===== src/rtl/shift_opnd_stage_if.sv =====
// ---------------------------------------------------------------------------
// shift_opnd_stage_if
// Bundles the ID-side operand bus, pipeline control, the two forwarding
// writer ports and the registered EX-side shifter operands of the ID/EX
// shift operand stage.
//
// Signals:
//   id_*           decoded shift instruction and register-file reads
//   stall, flush   pipeline control for the stage
//   exmem_wr_*     EX/MEM register writer (highest forwarding priority)
//   memwb_wr_*     MEM/WB register writer
//   ex_*           registered shifter operands and pass-down fields
//
// Modports:
//   master  drives the ID/control/writer side, observes the ex_* outputs
//   slave   the stage itself
// ---------------------------------------------------------------------------
interface shift_opnd_stage_if #(
    parameter int DW = 16,
    parameter int RW = 3,
    parameter int CW = 4
);
    logic          id_valid;
    logic [1:0]    id_op;
    logic [RW-1:0] id_rs_idx;
    logic [DW-1:0] id_rs_val;
    logic [RW-1:0] id_rt_idx;
    logic [DW-1:0] id_rt_val;
    logic          id_cnt_from_reg;
    logic [CW-1:0] id_cnt_imm;
    logic [RW-1:0] id_rd_idx;

    logic          stall;
    logic          flush;

    logic          exmem_wr_en;
    logic [RW-1:0] exmem_wr_idx;
    logic [DW-1:0] exmem_wr_data;
    logic          memwb_wr_en;
    logic [RW-1:0] memwb_wr_idx;
    logic [DW-1:0] memwb_wr_data;

    logic          ex_valid;
    logic [DW-1:0] ex_in;
    logic [CW-1:0] ex_cnt;
    logic [1:0]    ex_op;
    logic [RW-1:0] ex_rd_idx;
    logic [1:0]    ex_fwd_rs;

    modport master (
        output id_valid, id_op, id_rs_idx, id_rs_val, id_rt_idx, id_rt_val,
               id_cnt_from_reg, id_cnt_imm, id_rd_idx,
               stall, flush,
               exmem_wr_en, exmem_wr_idx, exmem_wr_data,
               memwb_wr_en, memwb_wr_idx, memwb_wr_data,
        input  ex_valid, ex_in, ex_cnt, ex_op, ex_rd_idx, ex_fwd_rs
    );

    modport slave (
        input  id_valid, id_op, id_rs_idx, id_rs_val, id_rt_idx, id_rt_val,
               id_cnt_from_reg, id_cnt_imm, id_rd_idx,
               stall, flush,
               exmem_wr_en, exmem_wr_idx, exmem_wr_data,
               memwb_wr_en, memwb_wr_idx, memwb_wr_data,
        output ex_valid, ex_in, ex_cnt, ex_op, ex_rd_idx, ex_fwd_rs
    );
endinterface


===== src/rtl/shift_opnd_stage.sv =====
// ---------------------------------------------------------------------------
// shift_opnd_stage
// ID/EX pipeline register for the execute-stage shifter. Captures the shift
// operands with RAW forwarding from EX/MEM and MEM/WB, keeps snooping those
// writers while stalled, and supports flush (squash) and stall (hold).
// All outputs are registered; the shifter uses them in the following cycle.
//
// Ports:
//   clk    rising-edge clock
//   rst_n  asynchronous active-low reset
//   bus    shift_opnd_stage_if.slave (ID inputs, control, writers, ex_*)
//
// The interface instance must be built with the same DW/RW/CW values.
// ---------------------------------------------------------------------------
module shift_opnd_stage #(
    parameter int DW = 16,
    parameter int RW = 3,
    parameter int CW = 4
) (
    input  logic             clk,
    input  logic             rst_n,
    shift_opnd_stage_if.slave bus
);

    // Forwarding source codes as reported on ex_fwd_rs
    localparam logic [1:0] SRC_RF    = 2'b00;
    localparam logic [1:0] SRC_MEMWB = 2'b01;
    localparam logic [1:0] SRC_EXMEM = 2'b10;

    logic          valid_q;
    logic [DW-1:0] in_q;
    logic [CW-1:0] cnt_q;
    logic [1:0]    op_q;
    logic [RW-1:0] rd_q;
    logic [1:0]    fwd_q;
    logic [RW-1:0] rs_idx_q;
    logic [RW-1:0] rt_idx_q;
    logic          cnt_from_reg_q;

    logic [1:0]    rs_fwd_code;
    logic [1:0]    rt_fwd_code;
    logic [1:0]    snoop_rs_code;
    logic [1:0]    snoop_rt_code;
    logic [DW-1:0] rs_fwd_val;
    logic [DW-1:0] rt_fwd_val;
    logic [DW-1:0] snoop_rs_val;
    logic [DW-1:0] snoop_rt_val;
    logic          unused_cnt_hi;

    // Picks the youngest writer targeting idx; EX/MEM is younger than MEM/WB
    // and therefore wins when both match.
    function automatic logic [1:0] fwd_sel(
        input logic [RW-1:0] idx,
        input logic          ex_en,
        input logic [RW-1:0] ex_idx,
        input logic          mw_en,
        input logic [RW-1:0] mw_idx
    );
        if (ex_en && (ex_idx == idx)) begin
            return SRC_EXMEM;
        end else if (mw_en && (mw_idx == idx)) begin
            return SRC_MEMWB;
        end
        return SRC_RF;
    endfunction

    function automatic logic [DW-1:0] fwd_mux(
        input logic [1:0]    code,
        input logic [DW-1:0] regval,
        input logic [DW-1:0] ex_data,
        input logic [DW-1:0] mw_data
    );
        case (code)
            SRC_EXMEM: return ex_data;
            SRC_MEMWB: return mw_data;
            default:   return regval;
        endcase
    endfunction

    // Forwarded operands for a fresh capture from ID, and for snooping the
    // already-held indices while stalled. For the snoop, the "register value"
    // fallback is the currently held output so a miss simply holds.
    always_comb begin
        rs_fwd_code   = fwd_sel(bus.id_rs_idx, bus.exmem_wr_en, bus.exmem_wr_idx,
                                bus.memwb_wr_en, bus.memwb_wr_idx);
        rt_fwd_code   = fwd_sel(bus.id_rt_idx, bus.exmem_wr_en, bus.exmem_wr_idx,
                                bus.memwb_wr_en, bus.memwb_wr_idx);
        snoop_rs_code = fwd_sel(rs_idx_q, bus.exmem_wr_en, bus.exmem_wr_idx,
                                bus.memwb_wr_en, bus.memwb_wr_idx);
        snoop_rt_code = fwd_sel(rt_idx_q, bus.exmem_wr_en, bus.exmem_wr_idx,
                                bus.memwb_wr_en, bus.memwb_wr_idx);

        rs_fwd_val   = fwd_mux(rs_fwd_code, bus.id_rs_val,
                               bus.exmem_wr_data, bus.memwb_wr_data);
        rt_fwd_val   = fwd_mux(rt_fwd_code, bus.id_rt_val,
                               bus.exmem_wr_data, bus.memwb_wr_data);
        snoop_rs_val = fwd_mux(snoop_rs_code, in_q,
                               bus.exmem_wr_data, bus.memwb_wr_data);
        snoop_rt_val = fwd_mux(snoop_rt_code, {{(DW-CW){1'b0}}, cnt_q},
                               bus.exmem_wr_data, bus.memwb_wr_data);
    end

    // Only the low CW bits of a register count reach the shifter.
    assign unused_cnt_hi = ^{rt_fwd_val[DW-1:CW], snoop_rt_val[DW-1:CW]};

    // Stage register. Flush and an empty ID slot both leave a clean
    // all-zero bubble, including the hidden snoop indices. A stall holds
    // the instruction but still lets late writers refresh its operands.
    always_ff @(posedge clk or negedge rst_n) begin
        if (!rst_n) begin
            valid_q        <= 1'b0;
            in_q           <= '0;
            cnt_q          <= '0;
            op_q           <= '0;
            rd_q           <= '0;
            fwd_q          <= SRC_RF;
            rs_idx_q       <= '0;
            rt_idx_q       <= '0;
            cnt_from_reg_q <= 1'b0;
        end else if (bus.flush || (!bus.stall && !bus.id_valid)) begin
            valid_q        <= 1'b0;
            in_q           <= '0;
            cnt_q          <= '0;
            op_q           <= '0;
            rd_q           <= '0;
            fwd_q          <= SRC_RF;
            rs_idx_q       <= '0;
            rt_idx_q       <= '0;
            cnt_from_reg_q <= 1'b0;
        end else if (bus.stall) begin
            if (valid_q) begin
                if (snoop_rs_code != SRC_RF) begin
                    in_q  <= snoop_rs_val;
                    fwd_q <= snoop_rs_code;
                end
                if (cnt_from_reg_q && (snoop_rt_code != SRC_RF)) begin
                    cnt_q <= snoop_rt_val[CW-1:0];
                end
            end
        end else begin
            valid_q        <= 1'b1;
            in_q           <= rs_fwd_val;
            cnt_q          <= bus.id_cnt_from_reg ? rt_fwd_val[CW-1:0] : bus.id_cnt_imm;
            op_q           <= bus.id_op;
            rd_q           <= bus.id_rd_idx;
            fwd_q          <= rs_fwd_code;
            rs_idx_q       <= bus.id_rs_idx;
            rt_idx_q       <= bus.id_rt_idx;
            cnt_from_reg_q <= bus.id_cnt_from_reg;
        end
    end

    assign bus.ex_valid  = valid_q;
    assign bus.ex_in     = in_q;
    assign bus.ex_cnt    = cnt_q;
    assign bus.ex_op     = op_q;
    assign bus.ex_rd_idx = rd_q;
    assign bus.ex_fwd_rs = fwd_q;

endmodule


===== src/flat_wrapper.sv =====
// flat-port wrapper written by rule: the top's interface ports become plain ports
module shift_opnd_stage_flat 
#(
    parameter int DW = 16,
    parameter int RW = 3,
    parameter int CW = 4
)
  (clk, rst_n, bus_id_valid, bus_id_op, bus_id_rs_idx, bus_id_rs_val, bus_id_rt_idx, bus_id_rt_val, bus_id_cnt_from_reg, bus_id_cnt_imm, bus_id_rd_idx, bus_stall, bus_flush, bus_exmem_wr_en, bus_exmem_wr_idx, bus_exmem_wr_data, bus_memwb_wr_en, bus_memwb_wr_idx, bus_memwb_wr_data, bus_ex_valid, bus_ex_in, bus_ex_cnt, bus_ex_op, bus_ex_rd_idx, bus_ex_fwd_rs);
  shift_opnd_stage_if #(.DW(DW), .RW(RW), .CW(CW)) bus_i ();
  input  logic clk;
  input  logic rst_n;
  input wire logic [$bits(bus_i.id_valid)-1:0] bus_id_valid;
  input wire logic [$bits(bus_i.id_op)-1:0] bus_id_op;
  input wire logic [$bits(bus_i.id_rs_idx)-1:0] bus_id_rs_idx;
  input wire logic [$bits(bus_i.id_rs_val)-1:0] bus_id_rs_val;
  input wire logic [$bits(bus_i.id_rt_idx)-1:0] bus_id_rt_idx;
  input wire logic [$bits(bus_i.id_rt_val)-1:0] bus_id_rt_val;
  input wire logic [$bits(bus_i.id_cnt_from_reg)-1:0] bus_id_cnt_from_reg;
  input wire logic [$bits(bus_i.id_cnt_imm)-1:0] bus_id_cnt_imm;
  input wire logic [$bits(bus_i.id_rd_idx)-1:0] bus_id_rd_idx;
  input wire logic [$bits(bus_i.stall)-1:0] bus_stall;
  input wire logic [$bits(bus_i.flush)-1:0] bus_flush;
  input wire logic [$bits(bus_i.exmem_wr_en)-1:0] bus_exmem_wr_en;
  input wire logic [$bits(bus_i.exmem_wr_idx)-1:0] bus_exmem_wr_idx;
  input wire logic [$bits(bus_i.exmem_wr_data)-1:0] bus_exmem_wr_data;
  input wire logic [$bits(bus_i.memwb_wr_en)-1:0] bus_memwb_wr_en;
  input wire logic [$bits(bus_i.memwb_wr_idx)-1:0] bus_memwb_wr_idx;
  input wire logic [$bits(bus_i.memwb_wr_data)-1:0] bus_memwb_wr_data;
  output wire logic [$bits(bus_i.ex_valid)-1:0] bus_ex_valid;
  output wire logic [$bits(bus_i.ex_in)-1:0] bus_ex_in;
  output wire logic [$bits(bus_i.ex_cnt)-1:0] bus_ex_cnt;
  output wire logic [$bits(bus_i.ex_op)-1:0] bus_ex_op;
  output wire logic [$bits(bus_i.ex_rd_idx)-1:0] bus_ex_rd_idx;
  output wire logic [$bits(bus_i.ex_fwd_rs)-1:0] bus_ex_fwd_rs;
  assign bus_i.id_valid = bus_id_valid;
  assign bus_i.id_op = bus_id_op;
  assign bus_i.id_rs_idx = bus_id_rs_idx;
  assign bus_i.id_rs_val = bus_id_rs_val;
  assign bus_i.id_rt_idx = bus_id_rt_idx;
  assign bus_i.id_rt_val = bus_id_rt_val;
  assign bus_i.id_cnt_from_reg = bus_id_cnt_from_reg;
  assign bus_i.id_cnt_imm = bus_id_cnt_imm;
  assign bus_i.id_rd_idx = bus_id_rd_idx;
  assign bus_i.stall = bus_stall;
  assign bus_i.flush = bus_flush;
  assign bus_i.exmem_wr_en = bus_exmem_wr_en;
  assign bus_i.exmem_wr_idx = bus_exmem_wr_idx;
  assign bus_i.exmem_wr_data = bus_exmem_wr_data;
  assign bus_i.memwb_wr_en = bus_memwb_wr_en;
  assign bus_i.memwb_wr_idx = bus_memwb_wr_idx;
  assign bus_i.memwb_wr_data = bus_memwb_wr_data;
  assign bus_ex_valid = bus_i.ex_valid;
  assign bus_ex_in = bus_i.ex_in;
  assign bus_ex_cnt = bus_i.ex_cnt;
  assign bus_ex_op = bus_i.ex_op;
  assign bus_ex_rd_idx = bus_i.ex_rd_idx;
  assign bus_ex_fwd_rs = bus_i.ex_fwd_rs;
  shift_opnd_stage #(.DW(DW), .RW(RW), .CW(CW)) u_core (.clk(clk), .rst_n(rst_n), .bus(bus_i));
endmodule

===== config.mk =====
export PLATFORM = sky130hd
export DESIGN_NAME = shift_opnd_stage_flat
export DESIGN_NICKNAME = d
export VERILOG_FILES = /design/src/rtl/shift_opnd_stage_if.sv /design/src/rtl/shift_opnd_stage.sv /design/src/flat_wrapper.sv
export SDC_FILE = /design/constraint.sdc
export NUM_CORES = 1
export LEC_CHECK = 0
export CORE_MARGIN = 2
export CORE_UTILIZATION = 41
export CTS_BUF_LIST = sky130_fd_sc_hd__clkbuf_16
export CTS_CLUSTER_DIAMETER = 40
export DETAILED_ROUTE_END_ITERATION = 6
export MAX_ROUTING_LAYER = met4
export PLACE_DENSITY_LB_ADDON = 0.12
export SYNTH_ARGS = -nofsm -noshare
export SYNTH_HDL_FRONTEND = slang
export SYNTH_SLANG_ARGS = --single-unit

===== constraint.sdc =====
create_clock -name clk -period 2.1 [get_ports clk]
set_input_delay 0.525 -clock clk [delete_from_list [all_inputs] [get_ports clk]]
set_output_delay 0.525 -clock clk [all_outputs]
set_load 0.1 [all_outputs]

# Word-level counts from Yosys, hierarchy flattened
# Index checks and enable logic that the tools add are counted.
totals:
  reg_bits: 35
  input_bits: 93
  output_inout_bits: 28
classes:
  n_eq_ne: 22
  muxes: 49
  n_reduce_logical: 18
ops:
  columns: ["operator", "n"]
  rows:
  - ["$mux W16", 4]
  - ["$pmux W16 S2", 2]
  - ["$mux W2", 18]
  - ["$eq A3 B3 Y1", 8]
  - ["$mux W4", 5]
  - ["$mux W3", 6]
  - ["$pmux W4 S2", 2]
  - ["$mux W1", 12]
  - ["$logic_and A1 B1 Y1", 10]
  - ["$ne A3 B1 Y1 const B", 3]
  - ["$eq A2 B1 Y1 const B", 4]
  - ["$eq A2 B2 Y1 const B", 4]
  - ["$ne A4 B1 Y1 const B", 2]
  - ["$reduce_and A3 Y1", 2]
  - ["$reduce_bool A2 Y1", 2]
  - ["$logic_not A1 Y1", 2]
  - ["$ne A2 B1 Y1 const B", 1]
  - ["$reduce_and A2 Y1", 1]
  - ["$logic_or A1 B1 Y1", 1]

# Longest topological paths before layout
logic_depth:
  ltp_word: 11
  depth_mapped: 8
  ltp_nobuf: 5

# Least setup slack after synthesis
# No wires, ideal clock.
synth_path:
  path_type: "input to register"
  startpoint: "in bus_memwb_wr_idx[1]"
  endpoint: "reg u_core.in_q[10], in the netlist u_core.bus.ex_in[10]"
  arrival_time_ns: 1.983
  required_time_ns: 1.974
  setup_slack_ns: -0.009
  cell_stages: 8
  path_cell_list: "clkbuf_2 -> xnor2_1 -> nand4_1 -> nor2b_1 -> buf_6 -> buf_6 -> mux2_4 -> a221o_1"
synth_via:
  elab_chain_len: 11
  elab_cells_between_ends: 24
  classes_between: "8 x eq/ne; 12 x mux; 4 x reduce/logical"
synth_lines:
  columns: ["item", "line_no", "text"]
  rows:
  - ["start, declared", "flat_wrapper.sv:27", "input wire logic [$bits(bus_i.memwb_wr_idx)-1:0] bus_memwb_wr_idx;"]
  - ["$eq A3 B3 Y1", "shift_opnd_stage.sv:61", "end else if (mw_en && (mw_idx == idx)) begin"]
  - ["$logic_and A1 B1 Y1", "shift_opnd_stage.sv:61", null]
  - ["$mux W1", "shift_opnd_stage.sv:61", null]
  - ["$mux W1", "shift_opnd_stage.sv:59", "if (ex_en && (ex_idx == idx)) begin"]
  - ["$mux W2", "shift_opnd_stage.sv:64", "return SRC_RF;"]
  - ["$eq A2 B1 Y1 / $eq A2 B2 Y1 (equally long branches)", "shift_opnd_stage.sv:73", "case (code)"]
  - ["$pmux W16 S2", "shift_opnd_stage.sv:73", null]
  - ["$mux W16", "shift_opnd_stage.sv:132", "if (snoop_rs_code != SRC_RF) begin"]
  - ["$mux W16", "shift_opnd_stage.sv:131", "if (valid_q) begin"]
  - ["$mux W16", "shift_opnd_stage.sv:130", "end else if (bus.stall) begin"]
  - ["$mux W16", "shift_opnd_stage.sv:120", "end else if (bus.flush || (!bus.stall && !bus.id_valid)) begin"]
  - ["end signal, assigned", "shift_opnd_stage.sv:133", "in_q <= snoop_rs_val;"]
  - ["end signal, assigned", "shift_opnd_stage.sv:142", "in_q <= rs_fwd_val;"]
  - ["end, declared", "shift_opnd_stage.sv:31", "logic [DW-1:0] in_q;"]
# Several ways; a longest one is shown, not always the timed one. The select of a mux whose other input is x is not followed.
# A chain may end at the register's enable or synchronous reset.

# Worst setup path after layout
layout_path:
  startpoint: "in bus_memwb_wr_idx[1]"
  endpoint: "reg u_core.in_q[2], in the netlist u_core.bus.ex_in[2]"
# The elaborated chain is that of the path after synthesis.

==> run_results.csv <==
group,metric,value,unit
run_status,status,"completed",
timing,rsz0062_at_grt,"false",
worst_setup_path,startpoint_type,"input pin",
die,rows,28,
pwr,ir_drop,411,µV
routing,drt_iter0_markers,58,
routing,dr.pass1.iters,4,
timing,fin_crit,2030,ps
cells_and_area,final_cell_mix,"clkdlybuf4s50_1 (71), buf_4 (53), mux2i_1 (36)",
cells_and_area,syn2layout_area_growth,60.1,%
cells_and_area,post-route-util,67.6,%
global_route,grt_pass1_vias,2491,
placed_design,gp_congestion,0.804,
die,num_io_pins,121,
logic_synthesis,synthTopCellsByArea,"dfrtp_1 (35%), mux2i_1 (15%), a221o_1 (6.4%)",
routing,ant_nets,0,
logic_synthesis,yosys_register_bits,35,
worst_setup_path,cpPeakStageDelay,340,ps
clocking,insertion_delay,280,ps
routing,drc_errors,0,
timing,max_freq,0.494,GHz
routing,viasPerCell,5.43,
worst_setup_path,cp_slowest_cell,"mux2_2",
logic_synthesis,syn_avg_cell_area,10.2,µm²
cells_and_area,stdcell_count,449,
pwr,powerDensity,611,nW/µm²
clocking,cts_tree,"done",
clocking,cts_buffers,5,
worst_setup_path,path_delay_family,"buffers and inverters",
placed_design,port_buffers,108,
timing,hold_viol,0,
timing,tightest_slew,635,ps
routing,vias,2436,
min_path,min_path_type,"input pin to asynchronous set/reset pin",
logic_synthesis,synth_top_area_share,35.2,%
logic_synthesis,syn_nets,337,
die,start_util,42.2,%
pwr,p_leak,1.88,nW
timing,fin_crit_sh,96.5,%
cells_and_area,regArea,876,µm²
die,fp.dieH,81.9,µm
run,maxCapViolations,0,
clocking,cts_max_path_buffers,2,
die,core_area,5890,µm²
cells_and_area,multi_input_area,1530,µm²
logic_synthesis,postSynthCellCount,244,
global_route,grt_pass1_wl,11700,µm
logic_synthesis,ys_seq_area_share,35.2,%
routing,drt-total-wl,7470,µm
pwr,finalPower,2.43,mW
timing,finalSetupViolations,0,
worst_setup_path,crit_path_end_kind,"register",
placed_design,hpwlAfterDp,5470,µm
worst_setup_path,cp.required,2260,ps
cells_and_area,final_common_cell,"clkdlybuf4s50_1",
timing,finClkSkew,6.23,ps
worst_setup_path,critPathMaxFanout,8,
clocking,cts_sinks,35,
worst_setup_path,arrival,2180,ps
global_route,grt_max_degree,33,
timing,whs,181,ps
worst_setup_path,crit_chain,"dlygate4sd2_1 -> xnor2_1 -> nand4_1 -> nor2b_4 -> buf_6 -> mux2_2 -> a221o_1",
clocking,root_buffer,"clkbuf_16",
cells_and_area,num_antenna_cells,0,
global_route,track_usage,23.4,%
timing,maxSlewViolCount,0,
logic_synthesis,synth_cell_types,30,
routing,wl_per_cell,16.6,µm
cells_and_area,nets,466,
logic_synthesis,synth_area,2480,µm²
clocking,h-tree-depth,2,
cells_and_area,n_fill_cell,479,
worst_setup_path,path_class,"input pin to register",
clocking,clk_pin_slew,60,ps
die,die-area,6700,µm²
logic_synthesis,yosys_warnings,0,
placed_design,dp.cells,438,
global_route,antenna_found_initial,0,
worst_setup_path,critPathBufInv,2,
timing,relSlewSlack,57.6,%
global_route,grt-ovfl-total,0,
cells_and_area,drive_above_1_share,25.4,%
die,die_w,81.9,µm
logic_synthesis,synth_top_cell_by_area,"dfrtp_1",
-- worst paths after layout --
| kind | startpoint | to | slack, ps | depth (start not counted) |
|---|---|---|---|---|
| setup / recovery | bus_memwb_wr_idx[1] | u_core.bus.ex_in[2] | 70 | 7 |
| hold / removal | rst_n | u_core.bus.ex_in[1] | 180 | 1 |
| setup reg to reg | u_core.rs_idx_q[2] | u_core.bus.ex_in[2] | 120 | 6 |
| hold reg to reg | u_core.bus.ex_cnt[3] | u_core.bus.ex_cnt[3] | 500 | 1 |
| max in group asynchronous | rst_n | u_core.rt_idx_q[2] | 1460 | 2 |
| min in group clk | u_core.bus.ex_cnt[3] | u_core.bus.ex_cnt[3] | 500 | 1 |
-- worst register-to-register path: stages (launching register included) --
cell,delay [ps]
dfrtp_1,420
xnor2_1,180
nand4_1,220
nor2b_4,200
buf_6,170
mux2_2,350
a221o_1,320
-- where the power goes --
part           switching (mW)  internal [mW]
Clock                   0.291          0.554
Combinational           0.488          0.352
Sequential             0.0311          0.716
Total                   0.810           1.62
-- stage by stage --
step                      TNS (ps)  setup slack [ps]  instance area [µm²]
final                            0              74.4                 3980
after global routing             0              9.37                 3980
after CTS                        0              17.4                 4000
after detailed placement     -8120              -451                 3770
after global placement       -7630              -419                 3770
after floorplan                  0              4.49                 2490
-- per-layer routing --
layer / vias up / track usage [%] / share of wire, %
li1: 1168 / - / -
met4: 0 / 5.17 / 1.1
met1: 1178 / 28.4 / 43
met5: - / - / 0
met3: 7 / 3.30 / 5.0
met2: 83 / 41.3 / 51
-- Yosys cell counts --
library cell / count
xor2_1: 6
a21oi_1: 19
mux2i_1: 36
dfrtp_1: 35
a311oi_2: 1
buf_1: 2
mux2_4: 10
nand3b_1: 1
nor2b_1: 6
nor4_1: 2
o41ai_2: 1
o21bai_1: 1
mux2_2: 9
clkinv_1: 1
clkbuf_1: 6
buf_2: 5
nand4_1: 5
and4_1: 1
o21ai_0: 20
buf_6: 2
a221o_1: 16
a311oi_1: 4
inv_1: 2
a32o_1: 4
nand2b_1: 2
clkbuf_2: 3
xnor2_1: 18
nand3_1: 1
or3b_2: 1
nor2_1: 24
-- registers in the layout, indices dropped and copies added (netlist names) --
signal                 flops
u_core.bus.ex_rd_idx       3
u_core.bus.ex_cnt          4
u_core.cnt_from_reg_q      1
u_core.bus.ex_in          16
u_core.bus.ex_valid        1
u_core.rt_idx_q            3
u_core.rs_idx_q            3
u_core.bus.ex_op           2
u_core.bus.ex_fwd_rs       2
-- what timing repair did --
item	in CTS	in global routing
setup endpoints to repair	17	17
gates cloned	1	0
pin swaps	3	5
gates resized for setup	11	6
buffers inserted	4	0
hold buffers	0	0
-- final cells by class --
| type | count | area share [%] |
|---|---|---|
| clock inverter | 3 | 0.975 |
| clock buffer | 5 | 3.14 |
| sequential | 35 | 22.0 |
| timing repair buffer | 140 | 32.7 |
| multi-input combinational | 188 | 38.5 |
| tap | 75 | 2.36 |
| inverter | 3 | 0.283 |
-- logic make-up (layout without fill, tap and decap cells) --
logic type / after synthesis / after routing / synth area share (%)
compound gates: 66 / 66 / 18.9
mux: 55 / 55 / 24.6
simple gates: 43 / 43 / 8.61
flops: 35 / 35 / 35.2
xor+xnor: 24 / 24 / 8.46
buf+inv: 21 / 151 / 4.18
Power figures use the tool's default switching activity.
